**config.mk**
```make
export PLATFORM = sky130hd
export DESIGN_NAME = mem_port_arbiter_flat
export DESIGN_NICKNAME = d
export VERILOG_FILES = /design/src/rtl/mem_port_arbiter_if.sv /design/src/rtl/mem_port_arbiter.sv /design/src/flat_wrapper.sv
export SDC_FILE = /design/constraint.sdc
export NUM_CORES = 1
export LEC_CHECK = 0
export ABC_CLOCK_PERIOD_IN_PS = 2800
export CORE_ASPECT_RATIO = 1.2
export CORE_MARGIN = 4
export CORE_UTILIZATION = 24
export DETAILED_ROUTE_END_ITERATION = 12
export MAX_ROUTING_LAYER = met4
export SLEW_MARGIN = 20
export SYNTH_ARGS = -nofsm -noshare
export SYNTH_HDL_FRONTEND = slang
export SYNTH_SLANG_ARGS = --single-unit
```
**constraint.sdc**
```tcl
create_clock -name clk -period 2.8 [get_ports clk]
set_input_delay 0.56 -clock clk [delete_from_list [all_inputs] [get_ports clk]]
set_output_delay 0.56 -clock clk [all_outputs]
set_load 0.005 [all_outputs]
```
**src/rtl/mem_port_arbiter_if.sv**
```systemverilog
// Bus bundle between the I/D miss requesters, the shared memory array and the arbiter.
// The master modport is the arbiter's view; slave is the requester/memory side.
interface mem_port_arbiter_if #(
   parameter int ADDR_W = 32,
   parameter int DATA_W = 32
);
   logic              i_req;
   logic [ADDR_W-1:0] i_addr;
   logic [DATA_W-1:0] i_rdata;
   logic              i_ack;

   logic              d_req;
   logic              d_we;
   logic [ADDR_W-1:0] d_addr;
   logic [DATA_W-1:0] d_wdata;
   logic [3:0]        d_be;
   logic [DATA_W-1:0] d_rdata;
   logic              d_ack;

   logic [ADDR_W-1:0] mem_addr;
   logic [DATA_W-1:0] mem_wdata;
   logic [3:0]        mem_be;
   logic              mem_ren;
   logic              mem_wen;
   logic [DATA_W-1:0] mem_rdata;

   logic              busy;

   modport master (
      input  i_req, i_addr, d_req, d_we, d_addr, d_wdata, d_be, mem_rdata,
      output i_rdata, i_ack, d_rdata, d_ack,
      output mem_addr, mem_wdata, mem_be, mem_ren, mem_wen, busy
   );

   modport slave (
      output i_req, i_addr, d_req, d_we, d_addr, d_wdata, d_be, mem_rdata,
      input  i_rdata, i_ack, d_rdata, d_ack,
      input  mem_addr, mem_wdata, mem_be, mem_ren, mem_wen, busy
   );
endinterface

```
**src/rtl/mem_port_arbiter.sv**
```systemverilog
// Round-robin arbiter sharing one data memory between the I-cache refill port and the
// D-cache miss/write-back port; each access holds memory controls for MEM_LATENCY cycles.
module mem_port_arbiter #(
   parameter int MEM_LATENCY = 2,
   parameter int ADDR_W      = 32,
   parameter int DATA_W      = 32
) (
   input logic                clk,
   input logic                reset,
   mem_port_arbiter_if.master bus
);

   typedef enum logic [1:0] {
      IDLE   = 2'd0,
      ACCESS = 2'd1,
      DONE   = 2'd2
   } state_t;

   localparam logic       OWN_I    = 1'b0;
   localparam logic       OWN_D    = 1'b1;
   localparam logic [3:0] LAST_CNT = 4'(MEM_LATENCY - 1);

   state_t            state;
   state_t            state_nxt;
   logic [3:0]        count;
   logic              last_grant;
   logic              owner_l;
   logic              we_l;
   logic [3:0]        be_l;
   logic [ADDR_W-1:0] addr_l;
   logic [DATA_W-1:0] wdata_l;
   logic [DATA_W-1:0] i_rdata_q;
   logic [DATA_W-1:0] d_rdata_q;

   logic              grant_vld;
   logic              grant_owner;
   logic              mem_ren_c;
   logic              mem_wen_c;
   logic [3:0]        mem_be_c;
   logic              i_ack_c;
   logic              d_ack_c;

   // A tie goes to the side that did not win last time; a lone request simply wins.
   function automatic logic pick_owner(input logic req_i, input logic req_d,
                                       input logic last);
      if (req_i && req_d)
         return ~last;
      return req_d ? OWN_D : OWN_I;
   endfunction

   always_ff @(posedge clk or negedge reset) begin
      if (!reset)
         state <= IDLE;
      else
         state <= state_nxt;
   end

   always_comb begin
      state_nxt   = state;
      grant_vld   = 1'b0;
      grant_owner = OWN_I;
      mem_ren_c   = 1'b0;
      mem_wen_c   = 1'b0;
      mem_be_c    = 4'h0;
      i_ack_c     = 1'b0;
      d_ack_c     = 1'b0;
      case (state)
         IDLE: begin
            if (bus.i_req || bus.d_req) begin
               grant_vld   = 1'b1;
               grant_owner = pick_owner(bus.i_req, bus.d_req, last_grant);
               state_nxt   = ACCESS;
            end
         end
         ACCESS: begin
            mem_ren_c = ~we_l;
            mem_wen_c = we_l;
            // Only D writes carry partial byte enables; reads always fetch the full word.
            mem_be_c  = we_l ? be_l : 4'hF;
            if (count == LAST_CNT)
               state_nxt = DONE;
         end
         DONE: begin
            i_ack_c   = (owner_l == OWN_I);
            d_ack_c   = (owner_l == OWN_D);
            state_nxt = IDLE;
         end
         default: state_nxt = IDLE;
      endcase
   end

   always_ff @(posedge clk or negedge reset) begin
      if (!reset) begin
         count      <= 4'd0;
         last_grant <= OWN_D;
         owner_l    <= OWN_I;
         we_l       <= 1'b0;
         be_l       <= 4'h0;
         addr_l     <= '0;
         wdata_l    <= '0;
         i_rdata_q  <= '0;
         d_rdata_q  <= '0;
      end else begin
         case (state)
            IDLE: begin
               if (grant_vld) begin
                  owner_l    <= grant_owner;
                  last_grant <= grant_owner;
                  count      <= 4'd0;
                  if (grant_owner == OWN_D) begin
                     addr_l  <= bus.d_addr;
                     we_l    <= bus.d_we;
                     wdata_l <= bus.d_wdata;
                     be_l    <= bus.d_be;
                  end else begin
                     addr_l  <= bus.i_addr;
                     we_l    <= 1'b0;
                     be_l    <= 4'hF;
                  end
               end
            end
            ACCESS: begin
               count <= count + 4'd1;
               // Memory data is taken on the last edge of the hold window.
               if (count == LAST_CNT) begin
                  if (owner_l == OWN_I)
                     i_rdata_q <= bus.mem_rdata;
                  else if (!we_l)
                     d_rdata_q <= bus.mem_rdata;
               end
            end
            default: ;
         endcase
      end
   end

   assign bus.mem_addr  = addr_l;
   assign bus.mem_wdata = wdata_l;
   assign bus.mem_be    = mem_be_c;
   assign bus.mem_ren   = mem_ren_c;
   assign bus.mem_wen   = mem_wen_c;
   assign bus.i_rdata   = i_rdata_q;
   assign bus.d_rdata   = d_rdata_q;
   assign bus.i_ack     = i_ack_c;
   assign bus.d_ack     = d_ack_c;
   assign bus.busy      = (state != IDLE);

endmodule

```
**src/flat_wrapper.sv**
```systemverilog
// flat-port wrapper written by rule: the top's interface ports become plain ports
module mem_port_arbiter_flat 
#(
   parameter int MEM_LATENCY = 2,
   parameter int ADDR_W      = 32,
   parameter int DATA_W      = 32
)
  (clk, reset, bus_i_req, bus_i_addr, bus_d_req, bus_d_we, bus_d_addr, bus_d_wdata, bus_d_be, bus_mem_rdata, bus_i_rdata, bus_i_ack, bus_d_rdata, bus_d_ack, bus_mem_addr, bus_mem_wdata, bus_mem_be, bus_mem_ren, bus_mem_wen, bus_busy);
  mem_port_arbiter_if #(.ADDR_W(ADDR_W), .DATA_W(DATA_W)) bus_i ();
  input logic clk;
  input logic reset;
  input wire logic [$bits(bus_i.i_req)-1:0] bus_i_req;
  input wire logic [$bits(bus_i.i_addr)-1:0] bus_i_addr;
  input wire logic [$bits(bus_i.d_req)-1:0] bus_d_req;
  input wire logic [$bits(bus_i.d_we)-1:0] bus_d_we;
  input wire logic [$bits(bus_i.d_addr)-1:0] bus_d_addr;
  input wire logic [$bits(bus_i.d_wdata)-1:0] bus_d_wdata;
  input wire logic [$bits(bus_i.d_be)-1:0] bus_d_be;
  input wire logic [$bits(bus_i.mem_rdata)-1:0] bus_mem_rdata;
  output wire logic [$bits(bus_i.i_rdata)-1:0] bus_i_rdata;
  output wire logic [$bits(bus_i.i_ack)-1:0] bus_i_ack;
  output wire logic [$bits(bus_i.d_rdata)-1:0] bus_d_rdata;
  output wire logic [$bits(bus_i.d_ack)-1:0] bus_d_ack;
  output wire logic [$bits(bus_i.mem_addr)-1:0] bus_mem_addr;
  output wire logic [$bits(bus_i.mem_wdata)-1:0] bus_mem_wdata;
  output wire logic [$bits(bus_i.mem_be)-1:0] bus_mem_be;
  output wire logic [$bits(bus_i.mem_ren)-1:0] bus_mem_ren;
  output wire logic [$bits(bus_i.mem_wen)-1:0] bus_mem_wen;
  output wire logic [$bits(bus_i.busy)-1:0] bus_busy;
  assign bus_i.i_req = bus_i_req;
  assign bus_i.i_addr = bus_i_addr;
  assign bus_i.d_req = bus_d_req;
  assign bus_i.d_we = bus_d_we;
  assign bus_i.d_addr = bus_d_addr;
  assign bus_i.d_wdata = bus_d_wdata;
  assign bus_i.d_be = bus_d_be;
  assign bus_i.mem_rdata = bus_mem_rdata;
  assign bus_i_rdata = bus_i.i_rdata;
  assign bus_i_ack = bus_i.i_ack;
  assign bus_d_rdata = bus_i.d_rdata;
  assign bus_d_ack = bus_i.d_ack;
  assign bus_mem_addr = bus_i.mem_addr;
  assign bus_mem_wdata = bus_i.mem_wdata;
  assign bus_mem_be = bus_i.mem_be;
  assign bus_mem_ren = bus_i.mem_ren;
  assign bus_mem_wen = bus_i.mem_wen;
  assign bus_busy = bus_i.busy;
  mem_port_arbiter #(.MEM_LATENCY(MEM_LATENCY), .ADDR_W(ADDR_W), .DATA_W(DATA_W)) u_core (.clk(clk), .reset(reset), .bus(bus_i));
endmodule
```
# Word level (Yosys, flattened, before mapping)
# Cells that the tools add are included.
dict set report totals {
  ff_bits 141
  inputBits 137
  output_inout_bits 137
  word_cells 55
}
dict set report classes {
  addsub 1
  eq_ne 6
  n_mux 24
  n_bitwise 3
  reduce_logical 11
}
# op n
set ops {}
lappend ops {{2-to-1 mux 32 bit} 1}
lappend ops {{2-to-1 mux 4 bit} 4}
lappend ops {{2-to-1 mux 1 bit} 15}
lappend ops {{one-hot mux 4 bit (2 select lines)} 1}
lappend ops {{inequality test 2 x 1 -> 1 bit, second input constant} 3}
lappend ops {{AND reduction 2 bit} 3}
lappend ops {{AND reduction 3 bit} 2}
lappend ops {{adder 4 x 1 -> 4 bit, second input constant} 1}
lappend ops {{equality test 4 x 1 -> 1 bit, second input constant} 1}
lappend ops {{2-to-1 mux 2 bit} 2}
lappend ops {{one-hot mux 2 bit (2 select lines)} 1}
lappend ops {{AND reduction 4 bit} 1}
lappend ops {{nonzero test 2 bit} 2}
lappend ops {{inverter 1 bit} 3}
lappend ops {{equality test 2 x 1 -> 1 bit, second input constant} 1}
lappend ops {{equality test 2 bit, second input constant} 1}
lappend ops {{zero test 2 bit} 1}
lappend ops {{logical AND 1 bit} 1}
lappend ops {{logical OR 1 bit} 1}

# Depth between registers and ports, before layout
# Gate-level depths: netlist of run 1.
dict set report logic_depth {
  word_depth 8
  ltp_mapped 6
  depth_no_buf 5
}

# Worst setup path before layout of run 1
# No wires, ideal clock.
dict set report synth_timing {
  kind {register to register}
  startpoint {register u_core.count[1]}
  endpoint {register u_core.i_rdata_q[19], in the netlist u_core.bus.i_rdata[19]}
  setup_time_ns 0.125
  arrival_ns 1.688
  required_ns 2.675
  path_slack_ns 0.988
  path_stages_with_launch 7
  path_buffers 1
  synth_period_minus_slack_ns 1.812
  cell_sequence {dfrtp_1 > inv_1 > ha_1 > or3b_4 > nor3_4 > buf_6 > mux2_2}
}
dict set report synth_via {
  elab_chain_len 2
}
# item line_no
set synth_rtl {}
lappend synth_rtl {{from (decl)} mem_port_arbiter.sv:25} ;# logic [3:0] count;
lappend synth_rtl {{from (signal assigned)} mem_port_arbiter.sv:123} ;# count <= count + 4'd1;
lappend synth_rtl {{equality test 4 x 1 -> 1 bit} mem_port_arbiter.sv:125} ;# if (count == LAST_CNT) begin
lappend synth_rtl {{AND reduction 3 bit (no source line)} --}
lappend synth_rtl {{to (signal assigned)} mem_port_arbiter.sv:127} ;# i_rdata_q <= bus.mem_rdata;
lappend synth_rtl {{to (decl)} mem_port_arbiter.sv:32} ;# logic [DATA_W-1:0] i_rdata_q;
# Every way passes these cells.
# A chain may end at the register's enable or synchronous reset.

# Worst setup path after layout of run 1
dict set report layout_timing {
  startpoint {register u_core.state[0]}
  endpoint {output port bus_busy}
}
dict set report layout_via {
  elab_chain_len 1
}
# item line_no
set layout_rtl {}
lappend layout_rtl {{from (decl)} mem_port_arbiter.sv:23} ;# state_t state;
lappend layout_rtl {{from (signal assigned)} mem_port_arbiter.sv:55} ;# state <= state_nxt;
lappend layout_rtl {{nonzero test 2 bit} mem_port_arbiter.sv:146} ;# assign bus.busy = (state != IDLE);
lappend layout_rtl {{to (decl)} flat_wrapper.sv:29} ;# output wire logic [$bits(bus_i.busy)-1:0] bus_busy;
# Every way passes these cells.

==> impl_metrics.tcl, run 1 <==
set metrics [dict create \
    status "finished, final reports clean" \
    drc 0 \
    layout_common_cells "272 x clkdlybuf4s50_1, 140 x dfrtp_1, 94 x mux2_2" \
    synth_fp_nets 583 \
    cp-start-kind "flop" \
    critPathMaxStageDelay_ns 0.63 \
    multiInputGateArea_sq_mm 0.00209 \
    path_clk_slew_ns 0.06 \
    drtIter0Drc 122 \
    seq_area_sq_mm 0.00353 \
    async_flop_share_pct 100 \
    numCtsBuffers 17 \
    row_count 62 \
    setup_ws_ns 0.232 \
    synth_seq_area_share_pct 60.8 \
    peakVddDrop_mv 0.460 \
    path_class "reg -> out" \
    antenna_found_initial 2 \
    die-area_sq_mm 0.0268 \
    numClockSinks 141 \
    routabilityCongestion 0.765 \
    arrival_ns 2.01 \
    tightest_slew_ns 0.641 \
    synth_edf_count 0 \
    path_cells "nor2_2 > inv_2 > clkdlybuf4s50_1" \
    fill_cells 2369 \
    place_inst 1019 \
    antenna_left 0 \
    hp-class "in -> async" \
    crit_slowest_cell "clkdlybuf4s50_1" \
    avgRoutedWirePerCell_um 16.9 \
    cts_tree "done" \
    cts-root-buf "clkbuf_16" \
    syn2layout_area_growth_pct 63.7 \
    htreeDepth 4 \
    grt-ovfl-total 0 \
    ctsHoldBuffers 0 \
    finalCriticalPeriod_ns 2.57 \
    grt_pass1_wl_um 26700 \
    synth_area_leaders "dfrtp_1 60%, mux2_2 18%, o31ai_1 4.0%" \
    clockBufferDepth 2 \
    post_synth_num_cell_types 35 \
    grt_max_degree 65 \
    avgViaCountPerCell 4.41 \
    ios 274 \
    crit_path_end_kind "output pin" \
    die_w_um 150 \
    yosysTopAreaCellShare_pct 60.3 \
    cts_resized 0 \
    hold_viol_final 0 \
    ys.flop_type "dfrtp_1" \
    initial_core_util_pct 24.3 \
    fin_setup_tns_ns 0 \
    drv_slew 0 \
    slew_headroom_pct 57.2 \
    place_hpwl_um 12500 \
    drv_cap 0 \
    min_period_over_period_pct 91.7 \
    synthCells 444 \
    drive_above_1_share_pct 20.7 \
    syn_avg_cell_area_sq_um 13.1 \
    via_count 4641 \
    ys_warn_count 0 \
    mostFrequentLayoutCell "clkdlybuf4s50_1" \
    clk_latency_ns 0.42 \
    drt_wl_total_um 17800 \
    cp_max_fo 37 \
    cp_num_buf_inv 2 \
    die_h_um 178 \
    ys_seq_elements 141 \
    nets 857 \
    fin_skew_ns 0.0103 \
    syn_area_sq_mm 0.00581 \
    synth.largest_area_cell "dfrtp_1" \
    portBuffers 273 \
    place_ws_ns 0.526 \
    cp.required_ns 2.24 \
    first_global_vias 4720 \
    powerDensity_mw_per_mm2 1110 \
    postCtsSetupBuffers 0 \
    cpLargestDelayFamily "buffers and inverters" \
    rsz0062_at_grt "no" \
    instances_no_fill 1053 \
    max_freq_mhz 389 \
    power_leakage_nw 3.86 \
    firstDrtPassIters 4 \
    hold_slack_ns 0.109 \
    finalSetupViolCount 0 \
    grtUsageTotal_pct 13.4 \
    core_sq_mm 0.0239 \
]
final timing paths:
kind | startpoint | endpoint | slack (ns) | depth (start not counted)
max | u_core.state[0] | bus_busy | 0.23 | 3
min | reset | u_core.bus.i_rdata[16] | 0.11 | 1
max reg2reg | u_core.count[1] | u_core.bus.i_rdata[8] | 0.70 | 6
min reg2reg | u_core.bus.i_rdata[23] | u_core.bus.i_rdata[23] | 0.49 | 1
max in group asynchronous | reset | u_core.last_grant | 1.94 | 2
min in group clk | u_core.bus.i_rdata[23] | u_core.bus.i_rdata[23] | 0.49 | 1
logic make-up after synthesis:
logic type	after synthesis	synth area share, %
fa+ha+maj	2	0.431
xor+xnor	2	0.302
compound gates	115	12.0
buf+inv	37	3.49
flops	141	60.8
mux	96	18.6
simple gates	51	4.40
synthesized netlist by cell type, types with 2 or more instances:
cell type and n:
mux2_2 94, o22ai_1 2, nor2_1 37, a21o_1 2
dfrtp_1 140, xor2_1 2, buf_6 6, o21ai_0 35
buf_2 6, a21oi_1 35, mux2_1 2, ha_1 2
nor3b_1 2, a2bb2oi_1 5, clkbuf_1 15, buf_4 3
inv_1 6, o31ai_1 31, nand2_1 3
sequential cells by signal, summed over array words and instances (netlist names):
register,count
u_core.count,4
u_core.bus.mem_wdata,32
u_core.bus.i_rdata,32
u_core.owner_l,1
u_core.we_l,1
u_core.state,2
u_core.be_l,4
u_core.bus.mem_addr,32
u_core.last_grant,1
u_core.bus.d_rdata,32
area by class of cell:
type,count,area share (%)
clock inverters,15,1.59
clock buffers,17,4.48
repair buffers,285,30.2
inverters,7,0.276
multi-input cells,266,22.0
diodes,2,0.0527
flip-flops and latches,141,37.1
well taps,320,4.21
power by group:
part | internal (W) | switching [W]
Sequential | 0.00307 | 0.000519
Combinational | 0.00293 | 0.00176
Clock | 0.00125 | 0.000989
through the flow:
step | power (W) | utilization [%] | area, sq um
after global routing | 0.0112 | 39.8 | 9500
after CTS | 0.0107 | 39.8 | 9500
final | 0.0105 | 39.8 | 9500
after global placement | 0.00835 | 37.3 | 8920
after detailed placement | 0.00841 | 37.3 | 8920
after floorplan | 0.00555 | - | 5810
metal layers:
layer,GRT usage [%],vias to the layer above,wire length (um)
met1,15.8,2290,7330
met3,3.76,21,1270
met4,5.15,0,396
met2,21.7,177,8800
li1,-,2153,-
met5,-,-,0
Power figures use the tool's default switching activity.
==> inputs of run 2 (changes only) <==
SETUP_SLACK_MARGIN = 0.02   (was default)
==> results of run 2 <==
No change in the layout: final DEF, timing and power equal those of run 1.
==> inputs of run 3 (changes only) <==
CORE_MARGIN = 2   (was 4)
==> impl_metrics.tcl, run 3 (synthesized netlist as in run 1, its figures left out) <==
set metrics [dict create \
    status "finished, final reports clean" \
    nets 856 \
    firstDrtPassIters 5 \
    place_hpwl_um 12000 \
    met2_usage_pct 22.0 \
    use_met1_pct 17.1 \
    antenna_found_initial 1 \
    ios 274 \
    r2r-end "u_core.bus.i_rdata[28]" \
    grt_max_degree 57 \
    cp.required_ns 2.24 \
    r2r_start "u_core.count[1]" \
    power_frac_comb_pct 44.5 \
    ctsHoldBuffers 0 \
    p_clk_share_pct 21.3 \
    grt_pass1_wl_um 26900 \
    drive_above_1_share_pct 20.5 \
    power.total_w 0.0105 \
    powerDensity_mw_per_mm2 1110 \
    htreeDepth 4 \
    finalCriticalPeriod_ns 2.56 \
    peakVddDrop_mv 0.448 \
    max_freq_mhz 390 \
    routabilityCongestion 0.750 \
    finalSetupViolCount 0 \
    net-switching-power_w 0.00326 \
    initial_core_util_pct 24.3 \
    grtUsageTotal_pct 13.9 \
    drc 0 \
    instances_no_fill 1051 \
    place_ws_ns 0.583 \
    drt_wl_total_um 17200 \
    p_sw_share_pct 31.0 \
    antenna_left 0 \
    postCtsSetupBuffers 0 \
    gr-max-usage-layer "met2" \
    cp_max_fo 37 \
    clockBufferDepth 2 \
    rsz0062_at_grt "no" \
    power_leakage_nw 3.85 \
    drv_cap 0 \
    drtIter0Drc 170 \
    cp-start-kind "flop" \
    via_count 4585 \
    tightest_slew_ns 0.648 \
    fin_setup_tns_ns 0 \
    drv_slew 0 \
    syn2layout_area_growth_pct 63.4 \
    crit_slowest_cell "clkdlybuf4s50_1" \
    cts_resized 0 \
    multiInputGateArea_sq_mm 0.00208 \
    mostFrequentLayoutCell "clkdlybuf4s50_1" \
    reg2reg_depth 6 \
    crit_start "u_core.state[0]" \
    r2r_slack_ns 0.71 \
    slew_headroom_pct 56.7 \
    arrival_ns 2.00 \
    hold_viol_final 0 \
    core_sq_mm 0.0239 \
    die_w_um 146 \
    die_h_um 174 \
    grt_util_met3_pct 3.67 \
    place_inst 1018 \
    numClockSinks 141 \
    path_cells "nor2_2 > inv_2 > clkdlybuf4s50_1" \
    portBuffers 273 \
    avgViaCountPerCell 4.36 \
    die-area_sq_mm 0.0255 \
    row_count 62 \
    hp-class "in -> async" \
    clk_latency_ns 0.42 \
    cts_tree "done" \
    numCtsBuffers 17 \
    seq_area_sq_mm 0.00353 \
    setup_ws_ns 0.238 \
    path_class "reg -> out" \
    critPathMaxStageDelay_ns 0.63 \
    first_global_vias 4693 \
    power_frac_seq_pct 34.2 \
    crit_path_end_kind "output pin" \
    avgRoutedWirePerCell_um 16.4 \
    path_clk_slew_ns 0.07 \
    grt-ovfl-total 0 \
    p_int_w 0.00723 \
    fin_skew_ns 0.00994 \
    cts-root-buf "clkbuf_16" \
    fill_cells 2395 \
    min_period_over_period_pct 91.5 \
    layout_common_cells "272 x clkdlybuf4s50_1, 140 x dfrtp_1, 94 x mux2_2" \
]
## run 3: critical path, delay by kind of cell (launching register included)
family	cells	cell delay, ns
buffers and inverters	2	1.10
AND/OR/NAND/NOR	1	0.07
flip-flops	1	0.42
## run 3: area by class of cell
| type | count | area share (%) |
|---|---|---|
| Antenna cell | 1 | 0.0264 |
| Sequential cell | 141 | 37.2 |
| Timing Repair Buffer | 284 | 30.2 |
| Multi-Input combinational cell | 266 | 22.0 |
| Clock inverter | 15 | 1.61 |
| Inverter | 7 | 0.277 |
| Tap cell | 320 | 4.22 |
| Clock buffer | 17 | 4.48 |
## run 3: power groups by stage
stage                     clock network [W]  registers (W)  logic [W]
after global placement                    0        0.00361    0.00468
after CTS                           0.00232        0.00360    0.00475
after floorplan                           0        0.00367    0.00188
after detailed placement                  0        0.00363    0.00474
after global routing                0.00240        0.00374    0.00501
final                               0.00223        0.00359    0.00467
## run 3: how the worst max path moves through the flow
stage,end,slack [ns],cells past startpoint
after floorplan,u_core.bus.i_rdata[19],0.99,6
after global placement,u_core.bus.mem_wdata[22],0.60,5
after detailed placement,u_core.bus.mem_wdata[12],0.58,5
after CTS,bus_busy,0.19,3
after global routing,bus_busy,0.12,3
final,bus_busy,0.24,3
## run 3: layer usage
| layer | wire, um | share of wire (%) |
|---|---|---|
| met1 | 7450 | 43 |
| met4 | 384 | 2.2 |
| met3 | 955 | 5.6 |
| met5 | 0 | 0 |
| met2 | 8400 | 49 |
## run 3: through the flow
step | util, % | cell area [sq um] | hold slack (ns)
final | 39.7 | 9490 | 0.0925
after global routing | 39.7 | 9490 | 0.125
after CTS | 39.7 | 9490 | 0.114
after detailed placement | 37.3 | 8910 | 0.474
after global placement | 37.3 | 8910 | 0.471
after floorplan | - | 5810 | 0.264
